--- src/rtl/gfx_pixel_arbiter_pkg.sv ---
// Shared types and width helpers for the gfx pixel-port arbiter and its round-robin picker.
package gfx_pixel_arbiter_pkg;

  typedef enum logic {
    ST_IDLE  = 1'b0,
    ST_GRANT = 1'b1
  } arb_state_t;

  // Index width for n sources; a single source still needs one bit.
  function automatic int idx_bits(input int n);
    return (n > 1) ? $clog2(n) : 1;
  endfunction

  function automatic int cnt_bits(input int max_beats);
    return (max_beats > 0) ? $clog2(max_beats + 1) : 1;
  endfunction

endpackage

--- src/rtl/gfx_pixel_arbiter_if.sv ---
// Producer side (packed per-source slices) and framebuffer-writer side of the shared pixel port.
interface gfx_pixel_arbiter_if #(
  parameter int NUM_SRC    = 2,
  parameter int X_BITS     = 10,
  parameter int Y_BITS     = 9,
  parameter int PIXEL_BITS = 12
);

  logic [NUM_SRC-1:0]            src_pvalid;
  logic [NUM_SRC-1:0]            src_pready;
  logic [NUM_SRC-1:0]            src_last;
  logic [NUM_SRC*X_BITS-1:0]     src_x;
  logic [NUM_SRC*Y_BITS-1:0]     src_y;
  logic [NUM_SRC*PIXEL_BITS-1:0] src_color;

  logic [X_BITS-1:0]             gfx_x;
  logic [Y_BITS-1:0]             gfx_y;
  logic [PIXEL_BITS-1:0]         gfx_color;
  logic                          gfx_pvalid;
  logic                          gfx_pready;
  logic                          gfx_last;

  // Producers plus the downstream writer, seen from outside the arbiter.
  modport master (
    output src_pvalid, src_last, src_x, src_y, src_color, gfx_pready,
    input  src_pready, gfx_x, gfx_y, gfx_color, gfx_pvalid, gfx_last
  );

  modport slave (
    input  src_pvalid, src_last, src_x, src_y, src_color, gfx_pready,
    output src_pready, gfx_x, gfx_y, gfx_color, gfx_pvalid, gfx_last
  );

endinterface

--- src/rtl/gfx_pixel_arbiter_rr_pick.sv ---
// Combinational round-robin pick: first requester at or after ptr, wrapping modulo NUM_SRC.
module gfx_rr_pick
  import gfx_pixel_arbiter_pkg::*;
#(
  parameter int NUM_SRC = 2,
  parameter int IDX_W   = idx_bits(NUM_SRC)
) (
  input  logic [NUM_SRC-1:0] i_req,
  input  logic [IDX_W-1:0]   i_ptr,
  output logic               o_found,
  output logic [IDX_W-1:0]   o_idx
);

  int w_best;
  int w_dist;

  // Smallest rotational distance from ptr wins.
  always_comb begin
    o_found = 1'b0;
    o_idx   = '0;
    w_best  = NUM_SRC;
    w_dist  = 0;
    for (int i = 0; i < NUM_SRC; i++) begin
      w_dist = i - int'(i_ptr);
      if (w_dist < 0) begin
        w_dist = w_dist + NUM_SRC;
      end
      if (i_req[i] && (w_dist < w_best)) begin
        w_best  = w_dist;
        o_found = 1'b1;
        o_idx   = IDX_W'(i);
      end
    end
  end

endmodule

--- src/rtl/gfx_pixel_arbiter.sv ---
// Round-robin, burst-locked sharing of the framebuffer pixel-write port between NUM_SRC producers.
module gfx_pixel_arbiter
  import gfx_pixel_arbiter_pkg::*;
#(
  parameter int NUM_SRC    = 2,
  parameter int FB_WIDTH   = 640,
  parameter int FB_HEIGHT  = 480,
  parameter int PIXEL_BITS = 12,
  parameter int MAX_BEATS  = 0
) (
  input  logic                           clk,
  input  logic                           reset,
  gfx_pixel_arbiter_if.slave             bus,
  output logic [idx_bits(NUM_SRC)-1:0]   grant,
  output logic                           busy
);

  localparam int GRANT_W = idx_bits(NUM_SRC);
  localparam int X_BITS  = $clog2(FB_WIDTH);
  localparam int Y_BITS  = $clog2(FB_HEIGHT);
  localparam int CNT_W   = cnt_bits(MAX_BEATS);
  localparam logic [CNT_W-1:0] BEAT_LIM = CNT_W'((MAX_BEATS > 0) ? MAX_BEATS - 1 : 0);

  arb_state_t         r_state;
  arb_state_t         w_state_nxt;
  logic [GRANT_W-1:0] r_grant;
  logic [GRANT_W-1:0] w_grant_nxt;
  logic [GRANT_W-1:0] r_rr_ptr;
  logic [GRANT_W-1:0] w_rr_nxt;
  logic [CNT_W-1:0]   r_beat_cnt;
  logic [CNT_W-1:0]   w_beat_nxt;

  logic               w_found;
  logic [GRANT_W-1:0] w_pick;
  logic               w_sel_last;
  logic               w_forced;
  logic               w_beat;
  logic               w_release;

  gfx_rr_pick #(
    .NUM_SRC (NUM_SRC),
    .IDX_W   (GRANT_W)
  ) u_pick (
    .i_req   (bus.src_pvalid),
    .i_ptr   (r_rr_ptr),
    .o_found (w_found),
    .o_idx   (w_pick)
  );

  // Output mux: only the granted source sees gfx_pready; nothing is driven outside GRANT.
  always_comb begin
    bus.src_pready = '0;
    bus.gfx_pvalid = 1'b0;
    bus.gfx_x      = '0;
    bus.gfx_y      = '0;
    bus.gfx_color  = '0;
    w_sel_last     = 1'b0;
    if (r_state == ST_GRANT) begin
      for (int i = 0; i < NUM_SRC; i++) begin
        if (GRANT_W'(i) == r_grant) begin
          bus.gfx_pvalid    = bus.src_pvalid[i];
          bus.gfx_x         = bus.src_x[i*X_BITS +: X_BITS];
          bus.gfx_y         = bus.src_y[i*Y_BITS +: Y_BITS];
          bus.gfx_color     = bus.src_color[i*PIXEL_BITS +: PIXEL_BITS];
          bus.src_pready[i] = bus.gfx_pready;
          w_sel_last        = bus.src_last[i];
        end
      end
    end
  end

  assign w_forced     = (MAX_BEATS != 0) && (r_beat_cnt == BEAT_LIM);
  assign w_beat       = bus.gfx_pvalid && bus.gfx_pready;
  assign w_release    = w_beat && (w_sel_last || w_forced);
  assign bus.gfx_last = bus.gfx_pvalid && (w_sel_last || w_forced);

  assign grant = r_grant;
  assign busy  = (r_state == ST_GRANT);

  always_comb begin
    w_state_nxt = r_state;
    w_grant_nxt = r_grant;
    w_rr_nxt    = r_rr_ptr;
    w_beat_nxt  = r_beat_cnt;
    case (r_state)
      ST_IDLE: begin
        if (w_found) begin
          w_state_nxt = ST_GRANT;
          w_grant_nxt = w_pick;
          w_beat_nxt  = '0;
        end
      end
      ST_GRANT: begin
        if (w_release) begin
          w_state_nxt = ST_IDLE;
          w_rr_nxt    = (r_grant == GRANT_W'(NUM_SRC - 1)) ? '0 : r_grant + 1'b1;
          w_beat_nxt  = '0;
        end else if (w_beat) begin
          w_beat_nxt  = r_beat_cnt + 1'b1;
        end
      end
      default: begin
        w_state_nxt = ST_IDLE;
      end
    endcase
  end

  always_ff @(posedge clk or posedge reset) begin
    if (reset) begin
      r_state    <= ST_IDLE;
      r_grant    <= '0;
      r_rr_ptr   <= '0;
      r_beat_cnt <= '0;
    end else begin
      r_state    <= w_state_nxt;
      r_grant    <= w_grant_nxt;
      r_rr_ptr   <= w_rr_nxt;
      r_beat_cnt <= w_beat_nxt;
    end
  end

endmodule

--- src/flat_wrapper.sv ---
// flat-port wrapper written by rule: the top's interface ports become plain ports
module gfx_pixel_arbiter_flat import gfx_pixel_arbiter_pkg::*;
#(
  parameter int NUM_SRC    = 2,
  parameter int FB_WIDTH   = 640,
  parameter int FB_HEIGHT  = 480,
  parameter int PIXEL_BITS = 12,
  parameter int MAX_BEATS  = 0
)
  (clk, reset, grant, busy, bus_src_pvalid, bus_src_last, bus_src_x, bus_src_y, bus_src_color, bus_gfx_pready, bus_src_pready, bus_gfx_x, bus_gfx_y, bus_gfx_color, bus_gfx_pvalid, bus_gfx_last);
  gfx_pixel_arbiter_if #(.NUM_SRC(NUM_SRC), .X_BITS((10)), .Y_BITS((9)), .PIXEL_BITS(PIXEL_BITS)) bus_i ();
  input  logic clk;
  input  logic reset;
  output logic [idx_bits(NUM_SRC)-1:0] grant;
  output logic busy;
  input wire logic [$bits(bus_i.src_pvalid)-1:0] bus_src_pvalid;
  input wire logic [$bits(bus_i.src_last)-1:0] bus_src_last;
  input wire logic [$bits(bus_i.src_x)-1:0] bus_src_x;
  input wire logic [$bits(bus_i.src_y)-1:0] bus_src_y;
  input wire logic [$bits(bus_i.src_color)-1:0] bus_src_color;
  input wire logic [$bits(bus_i.gfx_pready)-1:0] bus_gfx_pready;
  output wire logic [$bits(bus_i.src_pready)-1:0] bus_src_pready;
  output wire logic [$bits(bus_i.gfx_x)-1:0] bus_gfx_x;
  output wire logic [$bits(bus_i.gfx_y)-1:0] bus_gfx_y;
  output wire logic [$bits(bus_i.gfx_color)-1:0] bus_gfx_color;
  output wire logic [$bits(bus_i.gfx_pvalid)-1:0] bus_gfx_pvalid;
  output wire logic [$bits(bus_i.gfx_last)-1:0] bus_gfx_last;
  assign bus_i.src_pvalid = bus_src_pvalid;
  assign bus_i.src_last = bus_src_last;
  assign bus_i.src_x = bus_src_x;
  assign bus_i.src_y = bus_src_y;
  assign bus_i.src_color = bus_src_color;
  assign bus_i.gfx_pready = bus_gfx_pready;
  assign bus_src_pready = bus_i.src_pready;
  assign bus_gfx_x = bus_i.gfx_x;
  assign bus_gfx_y = bus_i.gfx_y;
  assign bus_gfx_color = bus_i.gfx_color;
  assign bus_gfx_pvalid = bus_i.gfx_pvalid;
  assign bus_gfx_last = bus_i.gfx_last;
  gfx_pixel_arbiter #(.NUM_SRC(NUM_SRC), .FB_WIDTH(FB_WIDTH), .FB_HEIGHT(FB_HEIGHT), .PIXEL_BITS(PIXEL_BITS), .MAX_BEATS(MAX_BEATS)) u_core (.clk(clk), .reset(reset), .bus(bus_i), .grant(grant), .busy(busy));
endmodule
--- config.mk ---
export PLATFORM = sky130hd
export DESIGN_NAME = gfx_pixel_arbiter_flat
export DESIGN_NICKNAME = d
export VERILOG_FILES = /design/src/rtl/gfx_pixel_arbiter_pkg.sv /design/src/rtl/gfx_pixel_arbiter_if.sv /design/src/rtl/gfx_pixel_arbiter_rr_pick.sv /design/src/rtl/gfx_pixel_arbiter.sv /design/src/flat_wrapper.sv
export SDC_FILE = /design/constraint.sdc
export NUM_CORES = 1
export LEC_CHECK = 0
export CORE_MARGIN = 2
export CORE_UTILIZATION = 24
export DETAILED_ROUTE_END_ITERATION = 7
export GPL_ROUTABILITY_DRIVEN = 1
export PLACE_DENSITY = 0.87
export SLEW_MARGIN = 10
export SYNTH_ARGS = -nofsm -noshare
export SYNTH_HDL_FRONTEND = slang
export SYNTH_SLANG_ARGS = --single-unit
--- constraint.sdc ---
create_clock -name clk -period 1.6 [get_ports clk]
set_input_delay 0.32 -clock clk [delete_from_list [all_inputs] [get_ports clk]]
set_output_delay 0.32 -clock clk [all_outputs]
set_load 0.005 [all_outputs]
==> results.tsv, run 1 <==
stage	metric	value	unit
clock_network	clk slew on worst S/H paths	40	ps
worst_setup_path	slowest cell delay on critical path	430	ps
layout	Fillers	233	
worst_setup_path	Worst path slowest cell	dfrtp_2	
floorplanning	starting density of the core	24.6	%
timing	Min Hold Slack	252	ps
yosys	Syn Area/Cell	7.34	um^2
power	Comb pwr share	86.9	%
power	pwr dens	1200	nW/um^2
yosys	Cell variety after synth	17	
worst_setup_path	CP Cell Sequence	buf_12, buf_12, mux2i_1, nor2_1, buf_2	
floorplanning	Die ar.	3190	um^2
timing	f_max	0.610	GHz
run_status	status	finished, violations left	
power	clock share of power	6.6	%
clock_network	CTS Buf Count	3	
clock_network	Max H-tree Level	1	
layout	area of the multi-input gates	544	um^2
clock_network	Skew-Pair Late Insertion Delay	240	ps
place	post-DP HPWL	2430	um
drt	Pre-Repair DR Iteration Count	4	
timing	Final setup viols	11	
floorplanning	Cell Rows	19	
place	final RePlAce weighted congestion	0.819	
layout	area grow syn2layout	171	%
yosys	dominant cells by area after synthesis	mux2i_1 (48%), nor2_1 (19%), dfrtp_1 (11%), buf_6 (6.8%), a31oi_1 (1.9%)	
yosys	syn nets	159	
worst_hold_path	worst min path class	primary input to async pin	
timing	Final Hold Viols	0	
timing	Clock Skew	2.07	ps
grt	grt ovf	0	
worst_setup_path	reg-to-reg critical path endpoint	u_core.r_rr_ptr$_DFFE_PP0P_	
layout	Layout Utilization	66.7	%
power	Int Power	1.32	mW
worst_setup_path	Worst EP arrival	1320	ps
drt	DR WL/cell	13.3	um
layout	Post-layout nets	278	
grt	first-pass GRT wire length	5070	um
worst_setup_path	top cell family by delay on the critical path	flip-flops	
drt	final wirelength	3190	um
worst_setup_path	crit path launch type	flip-flop	
worst_setup_path	R2R depth	5	
layout	post-route design area	1790	um^2
yosys	Cell Area, Synth	661	um^2
floorplanning	Die H	56.5	um
floorplanning	I/O pin count	106	
job	max-cap violations	0	
floorplanning	overall die width	56.5	um
drt	Metal-1 WL	1100	um
timing	Tcrit/Tclk final	103	%
timing	clock period minus worst slack	1640	ps
yosys	Syn Inst Count	90	
timing	unrepaired setup endpoints after global routing	true	
yosys	area leader, netlist	mux2i_1	
grt	largest net degree at the start of global routing	35	
yosys	#FFs+latches synth	3	
drt	wire length on met3	363	um
power	Lkg Pwr	0.902	nW
yosys	sequential fraction of the synthesis area	11.4	%
floorplanning	CORE AREA	2690	um^2
worst_setup_path	Worst Path Max Fanout	10	
worst_setup_path	most frequent CP cell	buf_12	
power	total power	2.16	mW
drt	DRC	0	
clock_network	Root Buffer	clkbuf_4	
drt	Initial DRC Count	28	
grt	Overall Global Routing Usage	19.4	%
worst_setup_path	Worst setup EP type	primary output	
clock_network	CTS tree	done	
clock_network	maximum buffer depth of the clock tree	2	
drt	Met2 Wirelength	1690	um
worst_setup_path	Critical Path RT	1280	ps
drt	Max Used Layer	met4	
yosys	Syn. warnings	0	
place	PortBufs	105	
layout	register area	76.3	um^2
layout	diodes inserted	0	
power	sequential power share	6.5	%
grt	vias in the first global route	1205	
drt	Avg Vias per Cell	4.65	
drt	ANT nets after route	0	
worst_setup_path	critical path buffer and inverter count	3	
power	maximum vdd drop	0.749	mV
timing	Worst Setup Slack, final	-40.3	ps
clock_network	CTS sink count	3	
worst_setup_path	setup slack, reg-to-reg	390	ps
run_status	failing checks	negative setup slack	
drt	via count	1111	
power	switching portion of total power	38.6	%
yosys	post-synth top area share	48.5	%
layout	ratio of cells with drive above 1 in the final layout	28.8	%
worst_setup_path	R2R Path Start	u_core.grant$_DFFE_PP0P_	
timing	Rel. slew slack	85.9	%
timing	final max-slew violation count	0	
place	post-placement cell area	1780	um^2
power	net switching power	0.832	mW
worst_setup_path	CP Class	flip-flop to primary output	
place	Setup WS pre-CTS	-418	ps
grt	initial antenna violation count	0	
timing	Worst-Margin Slew	209	ps
cell families (layout without fill, tap and decap cells):
family	after synthesis	after routing	synth area share [%]
flops	3	3	11.4
simple gates	41	41	25.4
compound gates	5	5	4.92
buf+inv	9	127	9.85
mux	32	32	48.5
cell type report:
type                            count  share of cell area (%)
Clock buffer                        4                    1.47
Inverter                            2                   0.419
Multi-Input combinational cell     78                    30.4
Sequential cell                     3                    4.26
Tap cell                           31                    2.16
Timing Repair Buffer              121                    61.3
per-stage QoR:
step / setup TNS, ps / std cells
final: -228 / 239
after global routing: -1400 / 239
after CTS: -311 / 239
after detailed placement: -6390 / 227
after global placement: -5670 / 227
after floorplan: 0 / 90
registers in the layout, summed over array words and instances, names as in the netlist:
signal / count
u_core.busy: 1
u_core.r_rr_ptr: 1
u_core.grant: 1
worst reg2reg max path, stage by stage, from the launching register on:
cell and delay, ps:
dfrtp_2 400, buf_12 130, buf_8 110, and3_4 180, nand3_1 80, a32o_1 210
worst max-delay path by stage:
stage | from | end | slack (ps) | cells after the start
2_1_floorplan | u_core.grant$_DFFE_PP0P_ | bus_gfx_color[11] | 380 | 4
3_3_place_gp | bus_src_last[0] | bus_gfx_last | -400 | 5
3_5_place_dp | bus_src_last[0] | bus_gfx_last | -420 | 5
4_1_cts | u_core.grant$_DFFE_PP0P_ | bus_gfx_y[0] | -60 | 5
5_1_grt | u_core.grant$_DFFE_PP0P_ | bus_gfx_x[8] | -120 | 5
6_report | u_core.grant$_DFFE_PP0P_ | bus_gfx_y[3] | -40 | 5
routing by layer:
layer	vias to the layer above	global-route usage (%)
met5	-	0
met4	0	4.08
met3	4	5.53
met2	66	38.9
met1	494	19.3
li1	547	-
synthesized netlist by cell type:
| cell | n |
|---|---|
| buf_6 | 4 |
| dfrtp_1 | 3 |
| nor2_1 | 33 |
| inv_2 | 1 |
| nand2_1 | 3 |
| a32o_1 | 1 |
| clkbuf_1 | 2 |
| and3_4 | 1 |
| buf_2 | 1 |
| mux2i_1 | 32 |
| a31oi_1 | 2 |
| and2_1 | 1 |
| o21ai_0 | 1 |
| inv_1 | 1 |
| nor3_1 | 1 |
| nand3_1 | 2 |
| a21oi_1 | 1 |
power by group through the flow:
stage,combinational [mW],clock [mW],sequential [mW]
after floorplan,0.839,0,0.131
after global placement,1.71,0,0.158
after detailed placement,1.75,0,0.158
after CTS,1.96,0.142,0.141
after global routing,2.02,0.147,0.145
final,1.87,0.142,0.141
cells in the final DEF (no fill, tap or decap), types with 2 or more instances in the layout:
master,instances
dfrtp_1,2
mux2i_1,32
clkbuf_4,3
buf_2,34
a31oi_1,2
nand2_1,3
clkdlybuf4s50_1,68
buf_16,2
nor2_1,32
buf_12,4
buf_4,8
timing repair:
item,4_1_cts,5_1_grt
setup buffers,5,2
pin swaps,6,6
hold buffers,0,0
endpoints found under the setup margin,35,34
gates resized for setup,151,6
cloned,3,0
(Power assumes the default switching activity.)
==> run 2: changes to the inputs <==
--- a/config.mk
+++ b/config.mk
@@ -10,7 +10,6 @@
 export DETAILED_ROUTE_END_ITERATION = 7
 export GPL_ROUTABILITY_DRIVEN = 1
 export PLACE_DENSITY = 0.87
-export SLEW_MARGIN = 10
 export SYNTH_ARGS = -nofsm -noshare
 export SYNTH_HDL_FRONTEND = slang
 export SYNTH_SLANG_ARGS = --single-unit
==> results of run 2 <==
Same layout as run 1: the final DEF is identical, and so are final timing and power.
